--- config.mk ---
export PLATFORM = sky130hd
export DESIGN_NAME = i2c_multibus_monitor
export DESIGN_NICKNAME = d
export VERILOG_FILES = /design/src/rtl/i2c_mon_pkg.sv /design/src/rtl/i2c_mon_chan.sv /design/src/rtl/i2c_multibus_monitor.sv
export SDC_FILE = /design/constraint.sdc
export NUM_CORES = 2
export LEC_CHECK = 0
export ABC_AREA = 1
export CORE_MARGIN = 4
export CORE_UTILIZATION = 60
export DETAILED_ROUTE_END_ITERATION = 16
export GPL_TIMING_DRIVEN = 1
export HOLD_SLACK_MARGIN = 0.08
export PLACE_DENSITY = 0.75
export SLEW_MARGIN = 20
export SYNTH_ARGS = -nofsm -noshare
export SYNTH_HDL_FRONTEND = slang
export SYNTH_SLANG_ARGS = --single-unit
--- constraint.sdc ---
create_clock -name clk_i -period 71.4 [get_ports clk_i]
set_input_delay 21.42 -clock clk_i [delete_from_list [all_inputs] [get_ports clk_i]]
set_output_delay 21.42 -clock clk_i [all_outputs]
set_load 0.1 [all_outputs]
--- src/rtl/i2c_mon_pkg.sv ---
// Shared event/slot types and the elaboration-time SCL period limit helper
// for the multi-bus I2C monitor.
package i2c_mon_pkg;

  localparam int PERIOD_W = 16;

  typedef enum logic [1:0] {
    EV_START     = 2'd0,
    EV_RSTART    = 2'd1,
    EV_STOP      = 2'd2,
    EV_RATE_VIOL = 2'd3
  } i2c_mon_ev_t;

  typedef struct packed {
    i2c_mon_ev_t         t;
    logic [PERIOD_W-1:0] p;
  } i2c_mon_slot_t;

  // Shortest legal SCL period in clk cycles; a zero rate disables the check.
  function automatic int min_period(input int clk_khz, input int rate_khz);
    return (rate_khz > 0) ? (clk_khz / rate_khz) : 0;
  endfunction

endpackage

--- src/rtl/i2c_mon_chan.sv ---
// One monitored bus: sync (+ majority filter under I2C_MON_GLITCH_FILTER_EN), START/RSTART/STOP
// detection, SCL period check and a depth-1 pending slot; a new event with the slot held drops and sets overflow.
module i2c_mon_chan
  import i2c_mon_pkg::*;
#(
  parameter int MIN_PERIOD = 250
) (
  input  logic          clk_i,
  input  logic          rst_i,
  input  logic          scl_i,
  input  logic          sda_i,
  input  logic          grant_i,
  output logic          slot_full_o,
  output i2c_mon_slot_t slot_o,
  output logic          busy_o,
  output logic          overflow_o
);

  localparam logic [PERIOD_W-1:0] MIN_P   = PERIOD_W'(MIN_PERIOD);
  localparam logic [PERIOD_W-1:0] CNT_MAX = '1;

  // Bit 1 carries SCL, bit 0 carries SDA; everything resets to the idle-high level.
  logic [1:0] meta_q, meta_d, sync_q, sync_d, hist_q, hist_d, cur;
  logic       busy_q, busy_d, seen_q, seen_d, slot_full_q, slot_full_d, ovf_q, ovf_d;
  logic [PERIOD_W-1:0] cnt_q, cnt_d;
  i2c_mon_slot_t slot_q, slot_d, ev_slot;
  logic       ev, start, stop, scl_rise;

`ifdef I2C_MON_GLITCH_FILTER_EN
  logic [1:0] dly0_q, dly0_d, dly1_q, dly1_d, filt_q, filt_d;

  always_comb begin
    dly0_d = sync_q;
    dly1_d = dly0_q;
    filt_d = (sync_q & dly0_q) | (sync_q & dly1_q) | (dly0_q & dly1_q);
  end

  always_ff @(posedge clk_i or posedge rst_i) begin
    if (rst_i) begin
      dly0_q <= '1;
      dly1_q <= '1;
      filt_q <= '1;
    end else begin
      dly0_q <= dly0_d;
      dly1_q <= dly1_d;
      filt_q <= filt_d;
    end
  end

  assign cur = filt_q;
`else
  assign cur = sync_q;
`endif

  assign start    =  hist_q[0] & ~cur[0] & hist_q[1] & cur[1];
  assign stop     = ~hist_q[0] &  cur[0] & hist_q[1] & cur[1];
  assign scl_rise = ~hist_q[1] &  cur[1];

  always_comb begin
    meta_d      = {scl_i, sda_i};
    sync_d      = meta_q;
    hist_d      = cur;
    busy_d      = busy_q;
    seen_d      = seen_q;
    cnt_d       = cnt_q;
    ev          = 1'b0;
    ev_slot     = '0;
    slot_full_d = slot_full_q;
    slot_d      = slot_q;
    ovf_d       = ovf_q;

    if (start) begin
      ev        = 1'b1;
      ev_slot.t = busy_q ? EV_RSTART : EV_START;
      busy_d    = 1'b1;
      seen_d    = 1'b0;
      cnt_d     = '0;
    end else if (stop) begin
      ev        = 1'b1;
      ev_slot.t = EV_STOP;
      busy_d    = 1'b0;
      seen_d    = 1'b0;
      cnt_d     = '0;
    end else if (busy_q) begin
      if (scl_rise) begin
        // The first rise after START only anchors the measurement.
        if (seen_q && (cnt_q < MIN_P)) begin
          ev        = 1'b1;
          ev_slot.t = EV_RATE_VIOL;
          ev_slot.p = cnt_q;
        end
        seen_d = 1'b1;
        cnt_d  = PERIOD_W'(1);
      end else if (cnt_q != CNT_MAX) begin
        cnt_d = cnt_q + 1'b1;
      end
    end

    if (grant_i) slot_full_d = 1'b0;
    if (ev) begin
      if (slot_full_q && !grant_i) begin
        ovf_d = 1'b1;
      end else begin
        slot_full_d = 1'b1;
        slot_d      = ev_slot;
      end
    end
  end

  always_ff @(posedge clk_i or posedge rst_i) begin
    if (rst_i) begin
      meta_q      <= '1;
      sync_q      <= '1;
      hist_q      <= '1;
      busy_q      <= 1'b0;
      seen_q      <= 1'b0;
      cnt_q       <= '0;
      slot_full_q <= 1'b0;
      slot_q      <= '0;
      ovf_q       <= 1'b0;
    end else begin
      meta_q      <= meta_d;
      sync_q      <= sync_d;
      hist_q      <= hist_d;
      busy_q      <= busy_d;
      seen_q      <= seen_d;
      cnt_q       <= cnt_d;
      slot_full_q <= slot_full_d;
      slot_q      <= slot_d;
      ovf_q       <= ovf_d;
    end
  end

  assign slot_full_o = slot_full_q;
  assign slot_o      = slot_q;
  assign busy_o      = busy_q;
  assign overflow_o  = ovf_q;

endmodule

--- src/rtl/i2c_multibus_monitor.sv ---
// Passive N-bus I2C monitor: per-bus channels merged by a round-robin arbiter into one registered
// valid/ready stream; pin-to-valid 4 cycles (6 with I2C_MON_GLITCH_FILTER_EN); output holds while stalled.
module i2c_multibus_monitor
  import i2c_mon_pkg::*;
#(
  parameter int NUM_BUSSES        = 16,
  parameter int CLK_FREQ_KHZ      = 100000,
  parameter int BUS_RATES_KHZ [16] = '{400, 350, 300, 250, 200, 150, 100, 90,
                                      80, 72, 60, 50, 42, 35, 30, 100},
  parameter int PERIOD_WIDTH      = PERIOD_W,
  localparam int BW               = (NUM_BUSSES > 1) ? $clog2(NUM_BUSSES) : 1
) (
  input  logic                    clk_i,
  input  logic                    rst_i,
  input  logic [NUM_BUSSES-1:0]   scl_i,
  input  logic [NUM_BUSSES-1:0]   sda_i,
  output logic                    ev_valid_o,
  input  logic                    ev_ready_i,
  output logic [BW-1:0]           ev_bus_o,
  output i2c_mon_ev_t             ev_type_o,
  output logic [PERIOD_WIDTH-1:0] ev_period_o,
  output logic [NUM_BUSSES-1:0]   bus_busy_o,
  output logic [NUM_BUSSES-1:0]   overflow_o
);

  logic [NUM_BUSSES-1:0]   slot_full, grant;
  i2c_mon_slot_t           slot [NUM_BUSSES];

  logic                    valid_q, valid_d;
  logic [BW-1:0]           bus_q, bus_d, rr_q, rr_d, gnt_idx, idx;
  i2c_mon_ev_t             type_q, type_d;
  logic [PERIOD_WIDTH-1:0] period_q, period_d;
  logic                    gnt_found;

  for (genvar g = 0; g < NUM_BUSSES; g++) begin : g_chan
    i2c_mon_chan #(
      .MIN_PERIOD(min_period(CLK_FREQ_KHZ, BUS_RATES_KHZ[g]))
    ) u_chan (
      .clk_i      (clk_i),
      .rst_i      (rst_i),
      .scl_i      (scl_i[g]),
      .sda_i      (sda_i[g]),
      .grant_i    (grant[g]),
      .slot_full_o(slot_full[g]),
      .slot_o     (slot[g]),
      .busy_o     (bus_busy_o[g]),
      .overflow_o (overflow_o[g])
    );
  end

  always_comb begin
    valid_d   = valid_q;
    bus_d     = bus_q;
    type_d    = type_q;
    period_d  = period_q;
    rr_d      = rr_q;
    grant     = '0;
    gnt_found = 1'b0;
    gnt_idx   = '0;
    idx       = '0;

    // First full slot at or after the pointer, wrapping.
    for (int k = 0; k < NUM_BUSSES; k++) begin
      idx = BW'((int'(rr_q) + k) % NUM_BUSSES);
      if (!gnt_found && slot_full[idx]) begin
        gnt_found = 1'b1;
        gnt_idx   = idx;
      end
    end

    if (!valid_q || ev_ready_i) begin
      valid_d = gnt_found;
      if (gnt_found) begin
        grant[gnt_idx] = 1'b1;
        bus_d          = gnt_idx;
        type_d         = slot[gnt_idx].t;
        period_d       = PERIOD_WIDTH'(slot[gnt_idx].p);
        rr_d           = (int'(gnt_idx) == NUM_BUSSES - 1) ? '0 : gnt_idx + 1'b1;
      end
    end
  end

  always_ff @(posedge clk_i or posedge rst_i) begin
    if (rst_i) begin
      valid_q  <= 1'b0;
      bus_q    <= '0;
      type_q   <= EV_START;
      period_q <= '0;
      rr_q     <= '0;
    end else begin
      valid_q  <= valid_d;
      bus_q    <= bus_d;
      type_q   <= type_d;
      period_q <= period_d;
      rr_q     <= rr_d;
    end
  end

  assign ev_valid_o  = valid_q;
  assign ev_bus_o    = bus_q;
  assign ev_type_o   = type_q;
  assign ev_period_o = period_q;

endmodule
=== Word level (Yosys, flattened, before mapping) ===
Cells that the tools add are included.
Widths: inputs -> output; s select.

* Bits of input ports: 35
* Word-level logic and storage cells: 1140
* Bits in registers: 731

* Eq/ne operators: 17
* $lt $le $gt $ge: 35
* Multiplexer cells: 504
* Bitwise gates (word level): 177
* Add/sub/neg operators: 32
* Reduce and logical (&&, ||, !) cells: 210

{| class="wikitable"
|+ Operators with widths
! operator !! count
|-
| $mux 16 || 114
|-
| $mux 18 || 50
|-
| $mux 1 || 273
|-
| $add 16x1->16 const B || 16
|-
| $ne 16x16->1 const B || 16
|-
| $reduce_and 2->1 || 65
|-
| $and 1x1->1 || 112
|-
| $reduce_bool 3->1 || 32
|-
| $lt 4x5->1 const B || 17
|-
| $lt 16x11->1 const B || 5
|-
| $bmux 18 s4 || 1
|-
| $mux 4 || 17
|-
| $bmux 1 s4 || 16
|-
| $lt 16x9->1 const B || 4
|-
| $mux 2 || 32
|-
| $not 1->1 || 64
|-
| $reduce_bool 4->1 || 16
|-
| $logic_and 1x1->1 || 48
|-
| $lt 16x10->1 const B || 3
|-
| $lt 16x12->1 const B || 3
|-
| $add 4x4->4 const B || 8
|-
| $logic_not 1->1 || 32
|-
| $reduce_bool 2->1 || 16
|-
| $add 4x3->4 const B || 4
|-
| other kinds (9) || 11
|}

=== Logic depth before layout (Yosys ltp) ===
* Depth after elaboration: 58
* Depth in mapped cells: 35
* Gate-level depth less buffers: 29

=== Cells and area by module ===
Synthesis repeated with hierarchy kept, for this count alone.

* Cell total of the unflattened synthesis: 5614
* Area total of the unflattened synthesis: 41797.6 sq um

{| class="wikitable"
|+ Modules (own cells, without submodules)
! module !! cells an instance !! times used !! area an instance (sq um) !! sequential area each (sq um)
|-
| i2c_multibus_monitor || 1107 || 1 || 5753.0 || 675.6
|-
| i2c_mon_chan at g_chan[15].u_chan ... || 277 || 2 || 2180.8 || 1108.6
|-
| i2c_mon_chan at g_chan[9].u_chan || 293 || 1 || 2366.0 || 1108.6
|-
| i2c_mon_chan at g_chan[13].u_chan || 299 || 1 || 2359.8 || 1108.6
|-
| i2c_mon_chan at g_chan[14].u_chan || 292 || 1 || 2356.0 || 1108.6
|-
| i2c_mon_chan at g_chan[5].u_chan || 291 || 1 || 2314.7 || 1108.6
|-
| i2c_mon_chan at g_chan[7].u_chan || 298 || 1 || 2303.5 || 1108.6
|-
| i2c_mon_chan at g_chan[12].u_chan || 291 || 1 || 2285.9 || 1108.6
|-
| i2c_mon_chan at g_chan[10].u_chan || 286 || 1 || 2268.4 || 1108.6
|-
| i2c_mon_chan at g_chan[2].u_chan || 294 || 1 || 2267.2 || 1108.6
|-
| i2c_mon_chan at g_chan[3].u_chan || 266 || 1 || 2248.4 || 1108.6
|-
| i2c_mon_chan at g_chan[0].u_chan || 274 || 1 || 2240.9 || 1108.6
|-
| i2c_mon_chan at g_chan[8].u_chan || 269 || 1 || 2197.1 || 1108.6
|-
| i2c_mon_chan at g_chan[4].u_chan || 266 || 1 || 2190.9 || 1108.6
|-
| 2 more rows || n/a || n/a || n/a || n/a
|}

=== Worst setup path before layout ===
No wires, ideal clock.

* Kind: input port to flip-flop
* Start: in ev_ready_i
* End: reg g_chan[10].u_chan.slot_q, in the netlist g_chan[10].u_chan.slot_o[2]
* Stages on the path: 10
* Arrival: 22.614 ns
* Path buffers: 1
* Library setup time: 0.123 ns
* Path slack: 48.662 ns
* Cell sequence: inv_1 > nand2_1 > nand2_1 > nor2_4 > nand2_4 > o21ai_2 > nand2_1 > buf_2 > nand2_1 > o21ai_1

* Longest elaborated chain between the ends: 6

{| class="wikitable"
|+ Ends and longest elaborated chain
! item !! line !! text
|-
| start, declared || i2c_multibus_monitor.sv:18 || <nowiki>input logic ev_ready_i,</nowiki>
|-
| $logic_or 1x1->1 || i2c_multibus_monitor.sv:71 || <nowiki>if (!valid_q || ev_ready_i) begin</nowiki>
|-
| $mux 16 || i2c_multibus_monitor.sv:71 ||
|-
| $logic_not 1->1 || i2c_mon_chan.sv:101 || <nowiki>if (slot_full_q && !grant_i) begin</nowiki>
|-
| $logic_and 1x1->1 || i2c_mon_chan.sv:101 ||
|-
| $not 1->1 (no source line) || n/a ||
|-
| $reduce_and 2->1 (no source line) || n/a ||
|-
| end signal, assigned || i2c_mon_chan.sv:129 || <nowiki>slot_q <= slot_d;</nowiki>
|-
| end, declared || i2c_mon_chan.sv:26 || <nowiki>i2c_mon_slot_t slot_q, slot_d, ev_slot;</nowiki>
|}

Every way passes these cells.
A chain may end at the register's enable or synchronous reset.

==> impl_metrics.py <==
metrics = {
    "timing": {
        "timing.slew.headroom_pct": 22.9,
        "min_period_ps": 23860,
        "final_max_slew_viol_count": 0,
        "whs_ps": 350,
        "timing.fmax_ghz": 0.0419,
        "hold_viol_final": 0,
        "worstMarginPinSlew_ps": 1150,
        "fin_tns_setup_ps": 0,
        "setup_viol": 0,
        "rsz0062_at_grt": "no",
        "final_min_period_over_clock_period_pct": 33.4,
        "fin_worst_skew_ps": 23.2,
    },
    "drt": {
        "dr.pass1.iters": 6,
        "route.detailed.drc": 0,
        "drt_iter0_drc": 3024,
        "vias_per_cell": 5.63,
        "wirelength_mm": 95.6,
        "ant_nets": 0,
        "vias": 31610,
        "wire_per_inst_um": 17.0,
    },
    "cts": {
        "ctsHoldBuffers": 0,
        "clockRootBuffer": "clkbuf_16",
        "post_cts_buffers": 0,
        "cts_tree": "yes",
        "path_clk_slew_ps": 60,
        "clock_latency_ps": 630,
        "cts_buffers": 77,
        "htreeDepth": 3,
        "clock-sinks": 731,
        "cts_max_path_buffers": 3,
        "post_cts_resized": 0,
    },
    "status": {
        "status": "finished, final reports clean",
    },
    "setup_path": {
        "cpMaxStageDelayCell": "buf_4",
        "reg2reg_slack_ps": 64110,
        "ff2ff_path_depth": 26,
        "r2r_end": "g_chan[11].u_chan.slot_o[17]$_DFFE_PP0P_",
        "max_stage_delay_ps": 880,
        "r2r-start": "rr_q[1]$_DFFE_PP0P_",
        "path_delay_family": "buffers and inverters",
        "cp_max_fo": 192,
        "end_kind": "asynchronous set/reset pin",
        "path_buf_inv": 4,
        "path_cells": "clkdlybuf4s50_1 -> inv_8 -> buf_4 -> buf_12",
        "cp_num_cells": 4,
        "worstPathRequired_ps": 71980,
        "startpoint_type": "input pin",
        "critPathArrivalTime_ps": 24440,
        "crit_type": "input pin to asynchronous set/reset pin",
    },
    "min_path": {
        "hold_end": "g_chan[7].u_chan.cur[1]$_DFF_PP1_",
        "hp-start": "g_chan[7].u_chan.meta_q[1]$_DFF_PP1_",
        "hold-path-cell-count": 0,
        "min_path_type": "flip-flop to flip-flop",
    },
    "layout": {
        "fin_nets": 4828,
        "final_common_cell": "nand2_1",
        "syn2layout_area_growth_pct": 10.4,
        "fillerInstances": 5124,
        "num_antenna_cells": 0,
        "drive_gt1_share_pct": 7.35,
        "final_cell_mix": "nand2_1, inv_1, dfrtp_1",
        "final_area_um2": 40900,
    },
    "power_and_ir_drop": {
        "powerDensity_nw_per_um2": 47.8,
        "peakVddDrop_mv": 0.0511,
        "leakagePower_nw": 18.9,
    },
    "floorplan": {
        "rows": 90,
        "dieArea_um2": 65900,
        "die_w_um": 257,
        "start_util_pct": 61.0,
        "core_um2": 60800,
        "num_io_pins": 90,
        "dieHeight_um": 257,
    },
    "placed_design": {
        "dp_hpwl_mm": 68.1,
        "io_buffers": 89,
        "place_congestion": 0.936,
        "placed_area_um2": 38200,
    },
    "yosys": {
        "syn_inst": 4745,
        "synth_cell_types": 61,
        "yosys.area_share.simple_pct": 28.2,
        "synthMuxAreaShare_pct": 0,
        "synth_compound_area_share_pct": 10.6,
        "ys_seq_area_share_pct": 49.6,
        "syn_nets": 4808,
        "synth-xor-area-share_pct": 0.300,
        "synth_top_family_by_area": "simple AND/OR/NAND/NOR gates",
        "synth-edff-count": 0,
        "synth-main-ff-cell": "dfrtp_1",
        "synthArstFlopShare_pct": 100,
        "synth.avg_cell_area_um2": 7.82,
        "syn_area_um2": 37100,
        "synth_fa_ha_area_share_pct": 0.945,
        "ys_ff_latch": 731,
        "yosysWarnings": 0,
    },
    "flow_run": {
        "max_cap_viol_count": 0,
    },
    "global_routing": {
        "track_usage_pct": 29.0,
        "antenna_found_initial": 0,
        "grt_pass1_vias": 30298,
        "grt_max_degree": 193,
        "grt_pass1_wl_mm": 157,
        "gr-total-overflow": 0,
    },
}
area by class of cell:
type | count | area (um^2) | share of cell area (%)
tap | 782 | 978 | 2.39
sequential | 731 | 18400 | 45.0
clock buffer | 118 | 2280 | 5.58
inverter | 766 | 2890 | 7.06
clock inverter | 24 | 379 | 0.926
timing repair buffer | 114 | 1090 | 2.67
multi-input combinational | 3075 | 14900 | 36.4
worst max path at each step:
stage / from / end / slack [ps]
global route: rst_i / g_chan[9].u_chan.cnt_q[0]$_DFFE_PP0P_ / 47150
detailed placement: rst_i / g_chan[11].u_chan.slot_o[4]$_DFFE_PP0P_ / 46820
global placement: rst_i / g_chan[11].u_chan.slot_o[4]$_DFFE_PP0P_ / 46840
floorplan: rst_i / ev_bus_o[0]$_DFFE_PP0P_ / 29630
finish: rst_i / g_chan[9].u_chan.slot_o[1]$_DFFE_PP0P_ / 47540
CTS: rst_i / g_chan[9].u_chan.cnt_q[15]$_DFFE_PP0P_ / 47480
per-layer routing:
| layer | share of wire (%) | GRT usage [%] |
|---|---|---|
| met4 | 4.6 | 12.1 |
| met3 | 7.0 | 5.57 |
| met1 | 43 | 40.3 |
| met2 | 45 | 45.3 |
| met5 | 0 | 0 |
registers in the layout (all words and copies together), names as in the netlist:
| register | count |
|---|---|
| g_chan.u_chan.busy_o | 16 |
| rr_q | 4 |
| g_chan.u_chan.cnt_q | 256 |
| g_chan.u_chan.slot_o | 288 |
| ev_period_o | 16 |
| ev_valid_o | 1 |
| g_chan.u_chan.cur | 32 |
| ev_bus_o | 4 |
| ev_type_o | 2 |
| g_chan.u_chan.seen_q | 16 |
| g_chan.u_chan.hist_q | 32 |
| g_chan.u_chan.overflow_o | 16 |
| g_chan.u_chan.slot_full_o | 16 |
| g_chan.u_chan.meta_q | 32 |
stage by stage:
step	cells	power, mW	util, %	worst slack [ps]
after floorplan	4745	1.25	-	29630
after global placement	5468	1.50	62.9	46840
after detailed placement	5468	1.51	62.9	46820
final	5610	1.95	67.3	47540
after global routing	5610	2.08	67.3	47150
after CTS	5610	1.94	67.3	47480
where the power goes:
| part | internal, mW | leakage [nW] | switching [mW] |
|---|---|---|---|
| clock network | 0.254 | 1.31 | 0.167 |
| logic | 0.255 | 8.14 | 0.737 |
| registers | 0.484 | 9.44 | 0.0568 |
cell usage after synthesis, types with 8 or more instances:
library cell  count  area (um^2)
nand4_1         188         1180
a211oi_1         17          128
buf_4            45          338
nor2_1          475         1780
o22ai_1          12         75.1
nand2_2          17          106
a221oi_1         15          131
nand2_1        1058         3970
a31oi_1          22          138
nor3_1          134          671
a21oi_1         149          746
o21ai_1         149          746
inv_1           741         2780
buf_2            53          265
ha_1             28          350
clkbuf_1         63          236
nor4_1           51          319
o21ai_2          35          307
o21bai_1         17          128
nor2_2            9         56.3
nand3_1         381         1910
dfstp_2          96         2520
nor3b_1          20          150
o2111ai_1         8         70.1
o21ai_0         186          931
dfrtp_1         635        15900
inv_2            18         67.6
o21a_1           26          195
kinds of logic (layout without fill, tap and decap cells):
family	Yosys count	in the layout
buffers and inverters	939	1022
AOI/OAI and AO/OA	671	671
xor gates and xnor gates	11	11
and+or+nand+nor	2365	2365
adders and majority gates	28	28
DFF	731	731
Power figures use the tool's default switching activity.
